<file path="config.mk">
export PLATFORM = sky130hd
export DESIGN_NAME = regfile_writeback_queue
export DESIGN_NICKNAME = d
export VERILOG_FILES = /design/src/rtl/regfile_writeback_queue.sv
export SDC_FILE = /design/constraint.sdc
export NUM_CORES = 1
export LEC_CHECK = 0
export BUFFER_PORTS_ARGS = -buffer_cell sky130_fd_sc_hd__buf_2
export CORE_MARGIN = 8
export CORE_UTILIZATION = 24
export CTS_CLUSTER_DIAMETER = 100
export DETAILED_ROUTE_END_ITERATION = 16
export PLACE_DENSITY = 0.51
export SYNTH_ARGS = -nofsm -noshare
export SYNTH_HDL_FRONTEND = slang
export SYNTH_SLANG_ARGS = --single-unit
</file>
<file path="constraint.sdc">
create_clock -name clk -period 6 [get_ports clk]
set_clock_uncertainty 0.1 [all_clocks]
set_input_delay 1.2 -clock clk [delete_from_list [all_inputs] [get_ports clk]]
set_output_delay 1.2 -clock clk [all_outputs]
set_load 0.02 [all_outputs]
</file>
<file path="src/rtl/regfile_writeback_queue.sv">
// regfile_writeback_queue
//   Buffers results from the ALU path (src0) and the load/memory path (src1)
//   in a small in-order FIFO. The FIFO drains one entry per cycle into the
//   register file's single write port. Decode can look up values that are
//   still queued through two forwarding ports.
//
// Ports
//   clk, reset                : clock; synchronous active-high reset
//   src0_valid/rd/data/ready  : ALU result input
//   src1_valid/rd/data/ready  : memory result input
//   drain_en                  : write port available (low holds the queue)
//   RegWrite, RD, WriteData   : register-file write port (combinational from head)
//   fwd_rs1/2                 : decode lookup addresses
//   fwd_hit1/2, fwd_data1/2   : youngest queued value for each lookup
//   count                     : current occupancy
//
// Handshake: a source transfers on a rising edge where valid && ready are both
// high. Ready depends only on the registered occupancy (and, for src1, on
// src0_valid), so a same-cycle drain never creates space. An accepted result
// whose rd is 0 is consumed but not stored.
module regfile_writeback_queue #(
  parameter int XLEN  = 64,
  parameter int DEPTH = 4
) (
  input  logic                       clk,
  input  logic                       reset,
  input  logic                       src0_valid,
  input  logic [4:0]                 src0_rd,
  input  logic [XLEN-1:0]            src0_data,
  output logic                       src0_ready,
  input  logic                       src1_valid,
  input  logic [4:0]                 src1_rd,
  input  logic [XLEN-1:0]            src1_data,
  output logic                       src1_ready,
  input  logic                       drain_en,
  output logic                       RegWrite,
  output logic [4:0]                 RD,
  output logic [XLEN-1:0]            WriteData,
  input  logic [4:0]                 fwd_rs1,
  input  logic [4:0]                 fwd_rs2,
  output logic                       fwd_hit1,
  output logic [XLEN-1:0]            fwd_data1,
  output logic                       fwd_hit2,
  output logic [XLEN-1:0]            fwd_data2,
  output logic [$clog2(DEPTH):0]     count
);

  localparam int AW = $clog2(DEPTH);
  localparam int CW = AW + 1;
  localparam logic [CW-1:0] FULL     = CW'(DEPTH);
  localparam logic [CW-1:0] FULL_M1  = CW'(DEPTH - 1);
  localparam logic [CW-1:0] FULL_M2  = CW'(DEPTH - 2);

  logic [AW-1:0]   head;
  logic [AW-1:0]   tail;
  logic [CW-1:0]   count_r;
  logic            ent_v    [DEPTH];
  logic [4:0]      ent_rd   [DEPTH];
  logic [XLEN-1:0] ent_data [DEPTH];

  logic            store0;
  logic            store1;
  logic [1:0]      n_st;
  logic [AW-1:0]   tail1;
  logic            deq;

  assign count = count_r;

  // src1 may only take the last slot when src0 is not competing for it.
  assign src0_ready = (count_r < FULL);
  assign src1_ready = (count_r <= FULL_M2) || ((count_r == FULL_M1) && !src0_valid);

  assign store0 = src0_valid && src0_ready && (src0_rd != 5'd0);
  assign store1 = src1_valid && src1_ready && (src1_rd != 5'd0);
  assign n_st   = {1'b0, store0} + {1'b0, store1};
  // src1 lands behind src0 when both are stored in the same cycle.
  assign tail1  = store0 ? tail + AW'(1) : tail;

  assign deq       = drain_en && (count_r != '0);
  assign RegWrite  = deq;
  assign RD        = (count_r != '0) ? ent_rd[head]   : 5'd0;
  assign WriteData = (count_r != '0) ? ent_data[head] : '0;

  always_ff @(posedge clk) begin
    if (reset) begin
      head    <= '0;
      tail    <= '0;
      count_r <= '0;
      for (int i = 0; i < DEPTH; i++) ent_v[i] <= 1'b0;
    end else begin
      if (deq) begin
        ent_v[head] <= 1'b0;
        head        <= head + AW'(1);
      end
      if (store0) ent_v[tail]  <= 1'b1;
      if (store1) ent_v[tail1] <= 1'b1;
      tail    <= tail + AW'(n_st);
      count_r <= count_r + CW'(n_st) - CW'(deq);
    end
  end

  // Payload storage needs no reset; the valid bits and count gate its use.
  always_ff @(posedge clk) begin
    if (!reset) begin
      if (store0) begin
        ent_rd[tail]   <= src0_rd;
        ent_data[tail] <= src0_data;
      end
      if (store1) begin
        ent_rd[tail1]   <= src1_rd;
        ent_data[tail1] <= src1_data;
      end
    end
  end

  // Walk entries oldest to youngest so a later match overrides an earlier
  // one; the head stays visible during its drain cycle.
  logic [AW-1:0] idx;
  always_comb begin
    fwd_hit1  = 1'b0;
    fwd_data1 = '0;
    fwd_hit2  = 1'b0;
    fwd_data2 = '0;
    idx       = head;
    for (int i = 0; i < DEPTH; i++) begin
      idx = head + AW'(i);
      if (ent_v[idx] && (fwd_rs1 != 5'd0) && (ent_rd[idx] == fwd_rs1)) begin
        fwd_hit1  = 1'b1;
        fwd_data1 = ent_data[idx];
      end
      if (ent_v[idx] && (fwd_rs2 != 5'd0) && (ent_rd[idx] == fwd_rs2)) begin
        fwd_hit2  = 1'b1;
        fwd_data2 = ent_data[idx];
      end
    end
  end

endmodule
</file>
Word level (Yosys, flattened, before mapping)

Memories as Yosys holds them, arrays and structs flattened. A register that Yosys moved wholly into a read port is not among the register bits.
Index checks and enable logic that the tools add are counted.

Bits in registers: 7
RAM bits: 280
Bits of input ports: 153
Logic and storage cells: 102
Memories kept: 3

$add $sub $neg: 8
$lt $le $gt $ge: 2
Eq/ne operators: 9
Multiplexer cells: 45
Reduce and logical (&&, ||, !) cells: 32

Memory list:

| name     | words | bits a word | rd ports | clocked after memory_dff | wr ports | line | RTL |
|---|---|---|---|---|---|---|---|
| ent_data | 4     | 64          | 4        | 1                        | 2        | 59   | `logic [XLEN-1:0] ent_data [DEPTH];` |
| ent_rd   | 4     | 5           | 4        | 1                        | 2        | 58   | `logic [4:0] ent_rd [DEPTH];` |
| ent_v    | 4     | 1           | 4        | 1                        | 4        | 57   | `logic ent_v [DEPTH];` |

Operators by type and width:

| operator                                                              | count |
|---|---|
| 64-bit 2-to-1 mux                                                     | 9 |
| 5-bit == test                                                         | 8 |
| 1-bit 2-to-1 mux                                                      | 25 |
| 1-bit logical AND                                                     | 22 |
| 2-bit 2-to-1 mux                                                      | 10 |
| 5-bit nonzero test                                                    | 4 |
| 5-bit 2-to-1 mux                                                      | 1 |
| 2-bit by 1-bit adder with 2-bit output, second input constant         | 2 |
| 2-bit adder, second input constant                                    | 2 |
| 3-bit by 2-bit adder with 3-bit output                                | 1 |
| 3-bit by 2-bit == test with 1-bit output, second input constant       | 1 |
| 3-bit by 2-bit <= comparator with 1-bit output, second input constant | 1 |
| 3-bit less-than comparator, second input constant                     | 1 |
| 3-bit nonzero test                                                    | 1 |
| 1-bit OR reduction                                                    | 3 |
| 3-bit by 1-bit subtractor with 3-bit output                           | 1 |
| 1-bit by 1-bit adder with 2-bit output                                | 1 |
| 2-bit adder                                                           | 1 |
| 1-bit zero test                                                       | 1 |
| 1-bit logical OR                                                      | 1 |

Logic depth before layout (Yosys ltp)

Word-level depth: 10
Gate-level depth with buffers: 13

Worst setup path after synthesis

OpenSTA, ideal clock, no wires.

Path type: input -> register
From: input port src0_rd[0]
To: memory ent_data[0][0], enable pin
Arrival time: 4207 ps
Required time: 5471 ps
Path slack: 1264 ps
Cell stages on the path: 8
Path buffers: 2
Path through: or4_1 > o21ai_2 > nand3_1 > o31a_1 > or2_1 > clkbuf_1 > buf_2 > nand2_1

RTL lines:

| what            | line | RTL |
|---|---|---|
| start, declared | 28   | `input logic [4:0] src0_rd,` |
| end, declared   | 59   |  |

Final worst setup path

From: register head[1]
To: output port fwd_data1[28]

Longest elaborated chain between the ends: 7

Ends and longest elaborated chain:

| what                                                           | line | RTL |
|---|---|---|
| start, declared                                                | 54   | `logic [AW-1:0] head;` |
| start signal, assigned                                         | 93   | `head <= head + AW'(1);` |
| 2-bit by 1-bit adder with 2-bit output                         | 126  | `idx = head + AW'(i);` |
| memory read 4 x 5 bit or memory read 4 x 1 bit (tied branches) | -    |  |
| 5-bit == test or 1-bit logical AND (tied branches)             | 127  | `if (ent_v[idx] && (fwd_rs1 != 5'd0) && (ent_rd[idx] == fwd_rs1)) begin` |
| 1-bit logical AND                                              | 127  |  |
| 64-bit 2-to-1 mux (2 in a row)                                 | 127  |  |
| 64-bit 2-to-1 mux *                                            | 127  |  |
| end, declared                                                  | 42   | `output logic [XLEN-1:0] fwd_data1,` |

Mark *: on every way between the ends. The rest lies on a longest branch, timed or not.

==> run metrics <==
post-layout util roughly 29%; RSZ-0062 raised after global routing no; slowest stage delay, CP between 700 and 800 ps; ys flop type edfxtp_1; Clock Tree Root clkbuf_16; Buf+Inv Stages, Crit Path 1; GRT Overall Usage 17.31%; Crit path required time 4700 ps; Synth Register Bits just under 300; Initial Util 24.19%; core area 0.1019 sq mm; Routed Antenna Nets 0; Tcrit/Tclk final between 90% and 100%; final estimated routing congestion in global placement around 0.84; final hold slack between 400 and 500 ps; first-pass GRT wire length approximately 150 mm; CTS buffer count 43; largest area contributor in the netlist edfxtp_1; Synth Warn # 0; fin cells 3735; clock sink count 289; startpoint types flop; via/cell ratio 5.380; # nets final between 2000 and 2500; port bufs approximately 360; crit path max-delay cell type and2_4; Top delay family on crit path simple AND/OR/NAND/NOR gates; postcts setup bufs 0; Final Hold Fails 0; WL/cell about 27 um; DRT iter0 DRCs between 1500 and 2000; Resized cells post-CTS 0; Cell Rows about 120; r2r startpoint count[2]; endpoints failing setup 0; synth cell count leaders 335 x mux2_2, 276 x edfxtp_1, 149 x mux4_2, 122 x o21ai_0, 116 x mux2i_1; detailed placer's ending HPWL 67.12 mm; post-place setup slack 688.6 ps; CTS tree yes; Pins Over Slew Limit 0; Final min period ~5600 ps; Worst-Margin Slew roughly 1100 ps; Die Span Y roughly 340 um; Gate Count Post-Synth about 2100; Avg Cell Area, Syn between 10 and 15 sq um; syn nets around 2200; hold_sp ent_v[0]; Residual DRC 0; Post-synth EDFFs approximately 280; Cell Chain, Critical Path mux4_2 -> xnor2_1 -> and3_4 -> and2_4 -> nor3_1 -> a211oi_2 -> buf_2; worst skew pair latency 590 ps; CTS Hold Bufs 0; area growth from synthesis to layout 18.15%; crit-path max FO 42; status completed; CTS H-tree lvls 2; ranking of synthesized cells by area edfxtp_1 34%, mux2_2 15%, mux4_2 14%, mux2i_1 4.7%, a211oi_2 3.0%; via count 20095; Die Width approximately 340 um; Max Cap Violations 0; FMAX roughly 0.18 GHz; CP Launch Point head[1]; min-delay worst type flop to flop; grt ovf 0; sequential area share after synthesis between 30% and 40%; WS Path Type flop to output pin; initial antenna violation count 22; LEAKAGE 10.57 nW; Total Wirelength 102.4 mm; largest net degree at the start of global routing 119; maximum clock insertion buffer count 3; vias in the first global route slightly above 20000; ys async rst share 0%; layout cell share with drive strength beyond 1 a little under 50%; Synth top area share 33.63%; Mapped Area between 0.02 and 0.025 sq mm; setup TNS 0 ps; Distinct cells, synth 63; Top-Level Pins about 360; Die Footprint 0.1132 sq mm; Arr. time, crit path about 4300 ps; Inst Count DP 3644; Pre-Repair DR Iteration Count 6; Worst Setup Slack, final approximately 410 ps; most frequent cell after synthesis mux2_2; CP Capture Type output pin; Slew HR about 29%; worst vdd ir ~0.29 mV; Clock transition at path regs about 60 ps; power per cell area between 300 and 400 mW/mm^2
[final cells by class]
type,instances,area (sq um)
diodes,14,35.03
clock buffers,56,1167
clock inverters,21,192.7
fillers,10668,72770
inverters,22,87.58
multi-input cells,1556,15020
flip-flops and latches,289,8563
well taps,1368,1712
repair buffers,409,2340
[where the power goes]
group / internal [mW] / switching [mW] / total [mW]
Sequential: 2.68 / 0.289 / 2.97
Combinational: 2.16 / 3.52 / 5.68
Clock: 1.50 / 1.01 / 2.51
Total: 6.34 / 4.82 / 11.2
[kinds of logic (layout without fill, tap and decap cells)]
family                   count (synthesis)  in the layout  synth area share (%)
buffers and inverters                  240            508                 4.778
multiplexers                           607            607                 33.96
adder cells (fa/ha/maj)                 10             10                0.5382
XOR/XNOR                                46             46                 1.665
other                                    0             14                     0
AND/OR/NAND/NOR                        464            464                 9.814
AO/OA/AOI/OAI                          429            429                 14.56
flip-flops                             289            289                 34.69
[placed cells by master, fill, tap and decap left out, drive strengths merged, types with 2 or more instances in the layout]
cell type	instances
a211oi	71
a21o	3
a21oi	70
a221oi	56
a31o	2
a31oi	11
and2	67
and3	110
and4	3
buf	409
bufinv	3
clkbuf	56
clkinv	11
clkinvlp	5
dfxtp	13
diode	14
edfxtp	276
ha	9
inv	24
mux2	342
mux2i	116
mux4	149
nand2	85
nand2b	2
nand3	12
nand4	8
nor2	83
nor2b	3
nor3	81
nor4	3
o2111a	8
o21ai	136
o22ai	63
or2	2
or3	3
or4	2
xnor2	33
xor2	13
[worst reg2reg max path, cell delays in order, from the launching register on]
cell     delay [ps]
dfxtp_1         460
or3_4           810
nand2_1         330
inv_1           260
ha_1            260
inv_1            50
ha_1            130
inv_1            50
fa_1            430
xnor2_1         190
xnor2_1         140
nor2_1           50
[state kept, by name (all words and copies together), names as in the netlist, named ones only]
name / count
ent_data: 256
ent_rd: 20
ent_v: 4
count: 3
head: 2
tail: 2
[per-stage QoR]
stage / area (sq um) / power, mW
CTS: 29080 / 11.24
detailed placement: 27720 / 8.695
global route: 29090 / 11.69
finish: 29120 / 11.16
floorplan: 24640 / 6.787
global placement: 27720 / 8.695
[per-layer routing]
layer	up-vias	wire [um]	track usage, %
met2	869	49450	29.46
li1	8779	-	-
met4	12	2660	4.903
met5	-	74	0
met3	169	7409	3.587
met1	10266	42800	22.17
[worst paths after layout]
path / endpoint / slack, ps / cells past startpoint
hold / removal: ent_v[0] / 480 / 2
setup / recovery: fwd_data1[28] / 410 / 7
setup reg to reg: count[2] / 2630 / 11
hold reg to reg: ent_v[0] / 480 / 2
No activity file was read; power rests on OpenSTA's default activity.
